File: config.mk
export PLATFORM = sky130hd
export DESIGN_NAME = alu_issue_seq_flat
export DESIGN_NICKNAME = d
export VERILOG_FILES = /design/src/rtl/alu_issue_seq_if.sv /design/src/rtl/alu_issue_seq.sv /design/src/flat_wrapper.sv
export SDC_FILE = /design/constraint.sdc
export NUM_CORES = 1
export LEC_CHECK = 0
export BUFFER_PORTS_ARGS = -buffer_cell sky130_fd_sc_hd__buf_2
export CORE_ASPECT_RATIO = 0.9
export CORE_UTILIZATION = 45
export CTS_BUF_LIST = sky130_fd_sc_hd__clkbuf_16
export DETAILED_ROUTE_END_ITERATION = 6
export GPL_ROUTABILITY_DRIVEN = 0
export HOLD_SLACK_MARGIN = 0.02
export PLACE_DENSITY = 0.77
export SYNTH_ARGS = -nofsm -noshare
export SYNTH_HDL_FRONTEND = slang
export SYNTH_SLANG_ARGS = --single-unit
File: constraint.sdc
create_clock -name clock -period 2.5 [get_ports clock]
set_input_delay 0.125 -clock clock [delete_from_list [all_inputs] [get_ports clock]]
set_output_delay 0.125 -clock clock [all_outputs]
set_load 0.005 [all_outputs]
File: src/rtl/alu_issue_seq_if.sv
// Request / ALU / response bundle between an issuing sequencer and its environment.
// The slave modport is the sequencer's view; the master is the requester, ALU and consumer.
interface alu_issue_seq_if;
  logic        req_valid;
  logic        req_ready;
  logic [31:0] req_instr;
  logic [31:0] req_rs1_val;
  logic [31:0] req_rs2_val;

  logic [2:0]  alu_opcode;
  logic [31:0] alu_op_0;
  logic [31:0] alu_op_1;
  logic [31:0] alu_out;
  logic        alu_zero;
  logic        alu_negative;

  logic        rsp_valid;
  logic        rsp_ready;
  logic [4:0]  rsp_rd;
  logic [31:0] rsp_data;
  logic        rsp_we;
  logic        rsp_illegal;
  logic        rsp_zero;

  modport slave (
    input  req_valid, req_instr, req_rs1_val, req_rs2_val,
    input  alu_out, alu_zero, alu_negative,
    input  rsp_ready,
    output req_ready,
    output alu_opcode, alu_op_0, alu_op_1,
    output rsp_valid, rsp_rd, rsp_data, rsp_we, rsp_illegal, rsp_zero
  );

  modport master (
    output req_valid, req_instr, req_rs1_val, req_rs2_val,
    output alu_out, alu_zero, alu_negative,
    output rsp_ready,
    input  req_ready,
    input  alu_opcode, alu_op_0, alu_op_1,
    input  rsp_valid, rsp_rd, rsp_data, rsp_we, rsp_illegal, rsp_zero
  );
endinterface

File: src/rtl/alu_issue_seq.sv
// Issues one RV32I OP/OP-IMM instruction to a registered-latency ALU and returns a
// writeback response; SLT/SLTU are derived from an ALU SUB plus its NEGATIVE flag.
module alu_issue_seq #(
  parameter int ALU_LATENCY = 1
) (
  input logic          clock,
  input logic          reset,
  alu_issue_seq_if.slave bus
);

  localparam int CNT_W = (ALU_LATENCY > 1) ? $clog2(ALU_LATENCY) : 1;
  localparam logic [CNT_W-1:0] CNT_LAST = CNT_W'(ALU_LATENCY - 1);

  localparam logic [6:0] OPC_OP    = 7'b0110011;
  localparam logic [6:0] OPC_OPIMM = 7'b0010011;
  localparam logic [6:0] F7_BASE   = 7'b0000000;
  localparam logic [6:0] F7_ALT    = 7'b0100000;

  localparam logic [2:0] ALU_ADD = 3'b000;
  localparam logic [2:0] ALU_SUB = 3'b001;
  localparam logic [2:0] ALU_AND = 3'b010;
  localparam logic [2:0] ALU_OR  = 3'b011;
  localparam logic [2:0] ALU_XOR = 3'b100;
  localparam logic [2:0] ALU_SLL = 3'b101;
  localparam logic [2:0] ALU_SRL = 3'b110;
  localparam logic [2:0] ALU_SRA = 3'b111;

  typedef enum logic [1:0] {IDLE, ISSUE, WAIT, DONE} state_t;
  typedef enum logic [1:0] {KIND_ALU, KIND_SLT, KIND_SLTU} kind_t;

  // Less-than from a SUB: differing sign bits decide directly (overflow-free),
  // otherwise the sign of the difference is the answer.
  function automatic logic set_less(input kind_t kind, input logic [31:0] a,
                                    input logic [31:0] b, input logic neg);
    if (a[31] != b[31])
      return (kind == KIND_SLT) ? a[31] : b[31];
    return neg;
  endfunction

  state_t           state;
  logic [CNT_W-1:0] lat_cnt;
  kind_t            kind_p1;
  logic [4:0]       rd_p1;
  logic [2:0]       alu_opcode_q;
  logic [31:0]      alu_op_0_q;
  logic [31:0]      alu_op_1_q;
  logic             rsp_valid_q;
  logic [4:0]       rsp_rd_q;
  logic [31:0]      rsp_data_q;
  logic             rsp_we_q;
  logic             rsp_illegal_q;
  logic             rsp_zero_q;

  logic [6:0]         opc_p0;
  logic [6:0]         f7_p0;
  logic [2:0]         f3_p0;
  logic               is_r_p0;
  logic               is_i_p0;
  logic               alt_p0;
  logic               illegal_p0;
  logic [2:0]         aluop_p0;
  kind_t              kind_p0;
  logic [31:0]        op1_p0;
  logic signed [31:0] imm_p0;
  logic               unused_rs_fields;

  assign opc_p0  = bus.req_instr[6:0];
  assign f3_p0   = bus.req_instr[14:12];
  assign f7_p0   = bus.req_instr[31:25];
  assign is_r_p0 = (opc_p0 == OPC_OP);
  assign is_i_p0 = (opc_p0 == OPC_OPIMM);
  assign alt_p0  = (f7_p0 == F7_ALT);
  assign imm_p0  = {{20{bus.req_instr[31]}}, bus.req_instr[31:20]};

  // Register specifiers arrive already resolved into req_rs1_val / req_rs2_val.
  assign unused_rs_fields = ^bus.req_instr[19:15];

  // Decode stage: classify, choose ALU opcode and second operand
  always_comb begin
    illegal_p0 = !(is_r_p0 || is_i_p0);
    aluop_p0   = ALU_ADD;
    kind_p0    = KIND_ALU;
    op1_p0     = bus.req_rs2_val;

    if (is_r_p0 && (f7_p0 != F7_BASE) && !alt_p0)
      illegal_p0 = 1'b1;
    if (is_r_p0 && alt_p0 && (f3_p0 != 3'b000) && (f3_p0 != 3'b101))
      illegal_p0 = 1'b1;
    if (is_i_p0 && (f3_p0 == 3'b001) && (f7_p0 != F7_BASE))
      illegal_p0 = 1'b1;
    if (is_i_p0 && (f3_p0 == 3'b101) && (f7_p0 != F7_BASE) && !alt_p0)
      illegal_p0 = 1'b1;

    case (f3_p0)
      3'b000: aluop_p0 = (is_r_p0 && alt_p0) ? ALU_SUB : ALU_ADD;
      3'b001: aluop_p0 = ALU_SLL;
      3'b010: begin
        aluop_p0 = ALU_SUB;
        kind_p0  = KIND_SLT;
      end
      3'b011: begin
        aluop_p0 = ALU_SUB;
        kind_p0  = KIND_SLTU;
      end
      3'b100: aluop_p0 = ALU_XOR;
      3'b101: aluop_p0 = alt_p0 ? ALU_SRA : ALU_SRL;
      3'b110: aluop_p0 = ALU_OR;
      default: aluop_p0 = ALU_AND;
    endcase

    if (is_i_p0) begin
      if ((f3_p0 == 3'b001) || (f3_p0 == 3'b101))
        op1_p0 = {27'b0, bus.req_instr[24:20]};
      else
        op1_p0 = imm_p0;
    end
  end

  // Sequencing stage: accept, issue, wait out ALU latency, capture, respond
  always_ff @(posedge clock) begin
    if (reset) begin
      state         <= IDLE;
      lat_cnt       <= '0;
      kind_p1       <= KIND_ALU;
      rd_p1         <= '0;
      alu_opcode_q  <= '0;
      alu_op_0_q    <= '0;
      alu_op_1_q    <= '0;
      rsp_valid_q   <= 1'b0;
      rsp_rd_q      <= '0;
      rsp_data_q    <= '0;
      rsp_we_q      <= 1'b0;
      rsp_illegal_q <= 1'b0;
      rsp_zero_q    <= 1'b0;
    end else begin
      case (state)
        IDLE: begin
          if (bus.req_valid) begin
            if (illegal_p0) begin
              rsp_rd_q      <= bus.req_instr[11:7];
              rsp_data_q    <= '0;
              rsp_we_q      <= 1'b0;
              rsp_illegal_q <= 1'b1;
              rsp_zero_q    <= 1'b0;
              rsp_valid_q   <= 1'b1;
              state         <= DONE;
            end else begin
              alu_opcode_q <= aluop_p0;
              alu_op_0_q   <= bus.req_rs1_val;
              alu_op_1_q   <= op1_p0;
              rd_p1        <= bus.req_instr[11:7];
              kind_p1      <= kind_p0;
              state        <= ISSUE;
            end
          end
        end
        ISSUE: begin
          lat_cnt <= '0;
          state   <= WAIT;
        end
        WAIT: begin
          if (lat_cnt == CNT_LAST) begin
            if (kind_p1 == KIND_ALU)
              rsp_data_q <= bus.alu_out;
            else
              rsp_data_q <= {31'b0, set_less(kind_p1, alu_op_0_q, alu_op_1_q,
                                             bus.alu_negative)};
            rsp_zero_q    <= bus.alu_zero;
            rsp_rd_q      <= rd_p1;
            rsp_we_q      <= (rd_p1 != 5'd0);
            rsp_illegal_q <= 1'b0;
            rsp_valid_q   <= 1'b1;
            state         <= DONE;
          end else begin
            lat_cnt <= lat_cnt + 1'b1;
          end
        end
        DONE: begin
          if (bus.rsp_ready) begin
            rsp_valid_q <= 1'b0;
            state       <= IDLE;
          end
        end
        default: state <= IDLE;
      endcase
    end
  end

  assign bus.req_ready   = (state == IDLE) && !reset;
  assign bus.alu_opcode  = alu_opcode_q;
  assign bus.alu_op_0    = alu_op_0_q;
  assign bus.alu_op_1    = alu_op_1_q;
  assign bus.rsp_valid   = rsp_valid_q;
  assign bus.rsp_rd      = rsp_rd_q;
  assign bus.rsp_data    = rsp_data_q;
  assign bus.rsp_we      = rsp_we_q;
  assign bus.rsp_illegal = rsp_illegal_q;
  assign bus.rsp_zero    = rsp_zero_q;

endmodule

File: src/flat_wrapper.sv
// flat-port wrapper written by rule: the top's interface ports become plain ports
module alu_issue_seq_flat 
#(
  parameter int ALU_LATENCY = 1
)
  (clock, reset, bus_req_valid, bus_req_instr, bus_req_rs1_val, bus_req_rs2_val, bus_alu_out, bus_alu_zero, bus_alu_negative, bus_rsp_ready, bus_req_ready, bus_alu_opcode, bus_alu_op_0, bus_alu_op_1, bus_rsp_valid, bus_rsp_rd, bus_rsp_data, bus_rsp_we, bus_rsp_illegal, bus_rsp_zero);
  alu_issue_seq_if bus_i ();
  input logic clock;
  input logic reset;
  input wire logic [$bits(bus_i.req_valid)-1:0] bus_req_valid;
  input wire logic [$bits(bus_i.req_instr)-1:0] bus_req_instr;
  input wire logic [$bits(bus_i.req_rs1_val)-1:0] bus_req_rs1_val;
  input wire logic [$bits(bus_i.req_rs2_val)-1:0] bus_req_rs2_val;
  input wire logic [$bits(bus_i.alu_out)-1:0] bus_alu_out;
  input wire logic [$bits(bus_i.alu_zero)-1:0] bus_alu_zero;
  input wire logic [$bits(bus_i.alu_negative)-1:0] bus_alu_negative;
  input wire logic [$bits(bus_i.rsp_ready)-1:0] bus_rsp_ready;
  output wire logic [$bits(bus_i.req_ready)-1:0] bus_req_ready;
  output wire logic [$bits(bus_i.alu_opcode)-1:0] bus_alu_opcode;
  output wire logic [$bits(bus_i.alu_op_0)-1:0] bus_alu_op_0;
  output wire logic [$bits(bus_i.alu_op_1)-1:0] bus_alu_op_1;
  output wire logic [$bits(bus_i.rsp_valid)-1:0] bus_rsp_valid;
  output wire logic [$bits(bus_i.rsp_rd)-1:0] bus_rsp_rd;
  output wire logic [$bits(bus_i.rsp_data)-1:0] bus_rsp_data;
  output wire logic [$bits(bus_i.rsp_we)-1:0] bus_rsp_we;
  output wire logic [$bits(bus_i.rsp_illegal)-1:0] bus_rsp_illegal;
  output wire logic [$bits(bus_i.rsp_zero)-1:0] bus_rsp_zero;
  assign bus_i.req_valid = bus_req_valid;
  assign bus_i.req_instr = bus_req_instr;
  assign bus_i.req_rs1_val = bus_req_rs1_val;
  assign bus_i.req_rs2_val = bus_req_rs2_val;
  assign bus_i.alu_out = bus_alu_out;
  assign bus_i.alu_zero = bus_alu_zero;
  assign bus_i.alu_negative = bus_alu_negative;
  assign bus_i.rsp_ready = bus_rsp_ready;
  assign bus_req_ready = bus_i.req_ready;
  assign bus_alu_opcode = bus_i.alu_opcode;
  assign bus_alu_op_0 = bus_i.alu_op_0;
  assign bus_alu_op_1 = bus_i.alu_op_1;
  assign bus_rsp_valid = bus_i.rsp_valid;
  assign bus_rsp_rd = bus_i.rsp_rd;
  assign bus_rsp_data = bus_i.rsp_data;
  assign bus_rsp_we = bus_i.rsp_we;
  assign bus_rsp_illegal = bus_i.rsp_illegal;
  assign bus_rsp_zero = bus_i.rsp_zero;
  alu_issue_seq #(.ALU_LATENCY(ALU_LATENCY)) u_core (.clock(clock), .reset(reset), .bus(bus_i));
endmodule
==> results <==
- The starting DRC count in detailed routing is 202.
- For the final routed database, the setup TNS stands at 0 ns.
- After synthesis, the largest family of logic cells by area is compound AO/OA/AOI/OAI gates.
- The clock network latency to the later pin of the worst-skew pair is 0.40 ns.
- The leakage power of the design is 3.319 nW.
- The first TritonRoute pass finished after 4 iterations.
- The path type of the worst min-delay path is in2reg.
- The area taken by flip-flops and latches is 2342 um^2.
- Setup violations remaining at the end of the flow were counted as 0.
- The chip width is 108.0 um.
- The predominant post-synthesis flop cell is dfxtp_1.
- The number of fill cells is 668.
- The root buffer cell chosen for the clock tree is clkbuf_16.
- The number of violations of the max-capacitance limit is 0.
- Summing internal, switching and leakage power gives 5.690 mW.
- Sequential cells account for 37.5% of the total power.
- Clock tree synthesis found a total of 117 sinks.
- The count of input and output buffers is 237.
- The total area of multi-input combinational cells is 1993 um^2.
- Setup slack closes at 0.3503 ns.
- Sorting the synthesized cells by area gives the leading types as dfxtp_1 (51%), nand2_1 (7.3%), a211oi_1 (6.4%).
- The transition time at the pin with the least slew margin is 0.5849 ns.
- Entering global routing, the biggest net connects 54 pins.
- The final layout contains 966 nets.
- Of the total power, the share spent switching nets is 25.69%.
- Buffers inserted to repair hold after CTS numbered 86.
- The initial cell density of the core is 46.69%.
- Row generation in the floorplan step produced 34 rows.
- Leaving out filler cells and counting taps, the final layout contains 967.
- The number of max-slew violations in the final report is 0.
- The number of antenna diodes in the final layout is 0.
- The synthesized netlist devotes 1.100% of its cell area to adder and majority cells.
- The signal on the critical path passes through inv_1, ha_1, inv_1, nor3_1, o2111a_2, buf_12, nand2_1, a21oi_1.
- The first global-routing pass estimated 23230 um of wire.
- The cell internal power dissipation is 4.228 mW.
- The standard cell core area is 9742 um^2.
- After clock tree synthesis, the clock-pin slew on the worst setup and hold paths is 0.06 ns.
- The portion of synthesized area spent on multiplexers is 2.421%.
- The die extent in y is 97.38 um.
- The area fraction in and, or, nand and nor cells after synthesis is 19.17%.
- The remaining max-slew budget at the tightest pin is 60.66%.
- The H-tree level count is 4.
- In this design, the stage delay of the slowest critical-path cell is 0.49 ns.
- After synthesis, the mean cell area works out to 8.866 um^2.
- The async set-reset flop share out of synthesis is 0%.
- In this run the post-CTS setup repair buffer count came out at 0.
- Combinational logic is responsible for 17.7% of the overall power.
- The synthesized netlist devotes 20.80% of its cell area to compound gates.
- After detailed routing, the average wire length per cell comes to 15.26 um.
- Detailed placement ended at an HPWL of 9160 um.
- Sequential elements use 51.50% of the synthesized area.
- Summing the areas of all xor and xnor instances in the mapped netlist gives 0.1926% of the synthesized area.
- The number of nets handed over by synthesis was 651.
- The leftover overflow at the end of global routing is 0.
- The highest fanout seen on the critical path is 36.
- The data required time at the worst endpoint is 2.82 ns.
- Derived from the worst setup path, the maximum achievable clock frequency is 465.2 MHz.
- For this run, design rule violations remaining after detail routing come to 0.
- The cell count after placement is 849.
- The synthesis-to-finish area growth is 61.07%.
- The number of gates resized after CTS is 0.
- Summed over all instances, the cell type with the most area after synthesis is dfxtp_1.
- The number of buffers between clock root and the deepest sink is 2.
- The count of state elements after synthesis is 117.
- The ratio of routed vias to standard cells is 5.158.
- Synthesis produced a netlist whose cell count is 513.
- OpenSTA, run right after detailed placement, puts the worst setup slack at 0.4103 ns.
- The full die area is 10510 um^2.
- The startpoint type of the worst setup path is a flip-flop.
- The detailed-route via count is 4988.
- The leading cell type in the layout, fill and taps excluded is buf_2.
- Counting both buffers and inverters, the worst setup path holds a total of 3.
- For this run, the number of Yosys warnings is 0.
- In this run, distinct cell masters in the synthesized netlist total 41.
- Global routing used 28.26% of the available tracks.
- Clock tree synthesis inserted a total of 17 buffers.
- The kind of cell adding the most delay to the critical path is compound AO/OA/AOI/OAI gates.
- The smallest clock period supported by the final layout is computed as 2.150 ns.
- The post-route antenna net violation count is 0.
- The net switching power is 1.462 mW.
- The flow ran to the end, and the final reports show no timing, DRC or antenna violations.
- The number of global-route vias before repair is 4922.
- The clock tree from TritonCTS is yes.
- The fraction of final layout cells with drive strength greater than 1 is 34.48%.
- Leaving out fill and tap cells, the most frequent cells in the layout are buf_2 (237), dfxtp_1 (117), nand2_1 (88).
- The portion of the clock cycle consumed by the worst path in the final layout is 85.99%.
- By startpoint and endpoint, the worst setup path is classified as reg2reg.
- The number of enable-type register cells in the synthesized netlist is 0.
- The clock network is responsible for 44.8% of the overall power.
- The cell area after synthesis is 4548 um^2.
- The largest individual stage delay along the critical path comes from the cell o2111a_2.
- STA classifies the critical path endpoint as a flip-flop.
- The total power divided by cell area is 776.7 nW/um^2.
- The number of antenna violations at the first check in global routing is 1.
- The final routed wirelength across all metal layers is 14750 um.
- The top cell type by area accounts for 51.50% of the synthesized area.
- The worst-case IR drop observed on VDD is 0.6089 mV.
- Setup repair after global routing left no endpoint under its margin.
- The cell repeated most along the worst path is inv_1.
- The total I/O pin count is 243.
- The final number of hold-violating endpoints is 0.
- The data arrival at the endpoint of the critical path is 2.47 ns.
- The clock skew after layout is 0.007548 ns.
flip-flops by register name, summed over array words and instances, names as in the netlist, 2 cells and up:
name and count:
u_core.bus.alu_op_0 32, u_core.state 2, u_core.bus.alu_op_1 32, u_core.bus.rsp_rd 5, u_core.bus.alu_opcode 3, u_core.bus.rsp_data 32
u_core.rd_p1 5, u_core.kind_p1 2
tightest hold or removal path: cells and delay by family:
kind,cells,cell delay (ns)
AND/OR/NAND/NOR,1,0.12
AO/OA/AOI/OAI,1,0.06
buffers and inverters,1,0.07
power groups by stage:
stage / Clock [mW] / Sequential [mW] / Combinational [mW]
2_1_floorplan: 0 / 2.18 / 0.495
4_1_cts: 2.59 / 2.13 / 0.999
3_3_place_gp: 0 / 2.16 / 0.867
6_report: 2.55 / 2.13 / 1.01
5_1_grt: 2.68 / 2.15 / 1.12
3_5_place_dp: 0 / 2.17 / 0.889
routing by layer:
metal,GRT usage (%),share of wire [%],vias up
met5,0,0.088,-
met4,12.75,2.5,2
met3,9.524,8.9,34
met2,49.09,49,242
met1,30.67,40,2265
li1,-,-,2445
per-stage QoR:
step / cell area [um^2] / util (%) / hold WS [ns]
after detailed placement: 5839 / 59.94 / 0.3477
after CTS: 7326 / 75.20 / 0.02138
after floorplan: 4548 / - / 0.2577
after global placement: 5839 / 59.94 / 0.3433
final: 7326 / 75.20 / 0.03037
after global routing: 7326 / 75.20 / 0.04079
area by class of cell:
class	instances	share of cell area (%)
Inverter	6	0.3074
Multi-Input combinational cell	348	27.21
Sequential cell	117	31.97
Tap cell	126	2.152
Clock buffer	17	5.807
Timing Repair Buffer	338	29.82
Clock inverter	15	2.733
cells in the mapped netlist, drive strengths merged, types with 2 or more instances:
| cell type | n |
|---|---|
| mux2i | 11 |
| a22o | 31 |
| nor2 | 54 |
| a31oi | 2 |
| o21ai | 5 |
| ha | 4 |
| or3 | 3 |
| o211ai | 3 |
| clkbuf | 18 |
| or2 | 2 |
| nor3 | 25 |
| nand2b | 4 |
| dfxtp | 117 |
| nand3 | 3 |
| a211oi | 39 |
| buf | 24 |
| or4 | 2 |
| a21oi | 52 |
| nand4b | 4 |
| nand2 | 88 |
| inv | 6 |
worst paths after layout:
path	start	to	slack, ns	cells past startpoint
worst min register to register	u_core.bus.alu_op_0[22]	u_core.bus.alu_op_0[22]	0.45	2
worst min-delay path	bus_req_rs2_val[26]	u_core.bus.alu_op_1[26]	0.03	3
worst max-delay path	u_core.state[0]	u_core.bus.alu_op_0[8]	0.35	8
worst max register to register	u_core.state[0]	u_core.bus.alu_op_0[8]	0.35	8
cells by family after synthesis:
group,count (synthesis)
simple gates,195
mux,11
xor+xnor,1
compound gates,137
buf+inv,48
fa+ha+maj,4
flops,117
(Power assumes the default switching activity.)
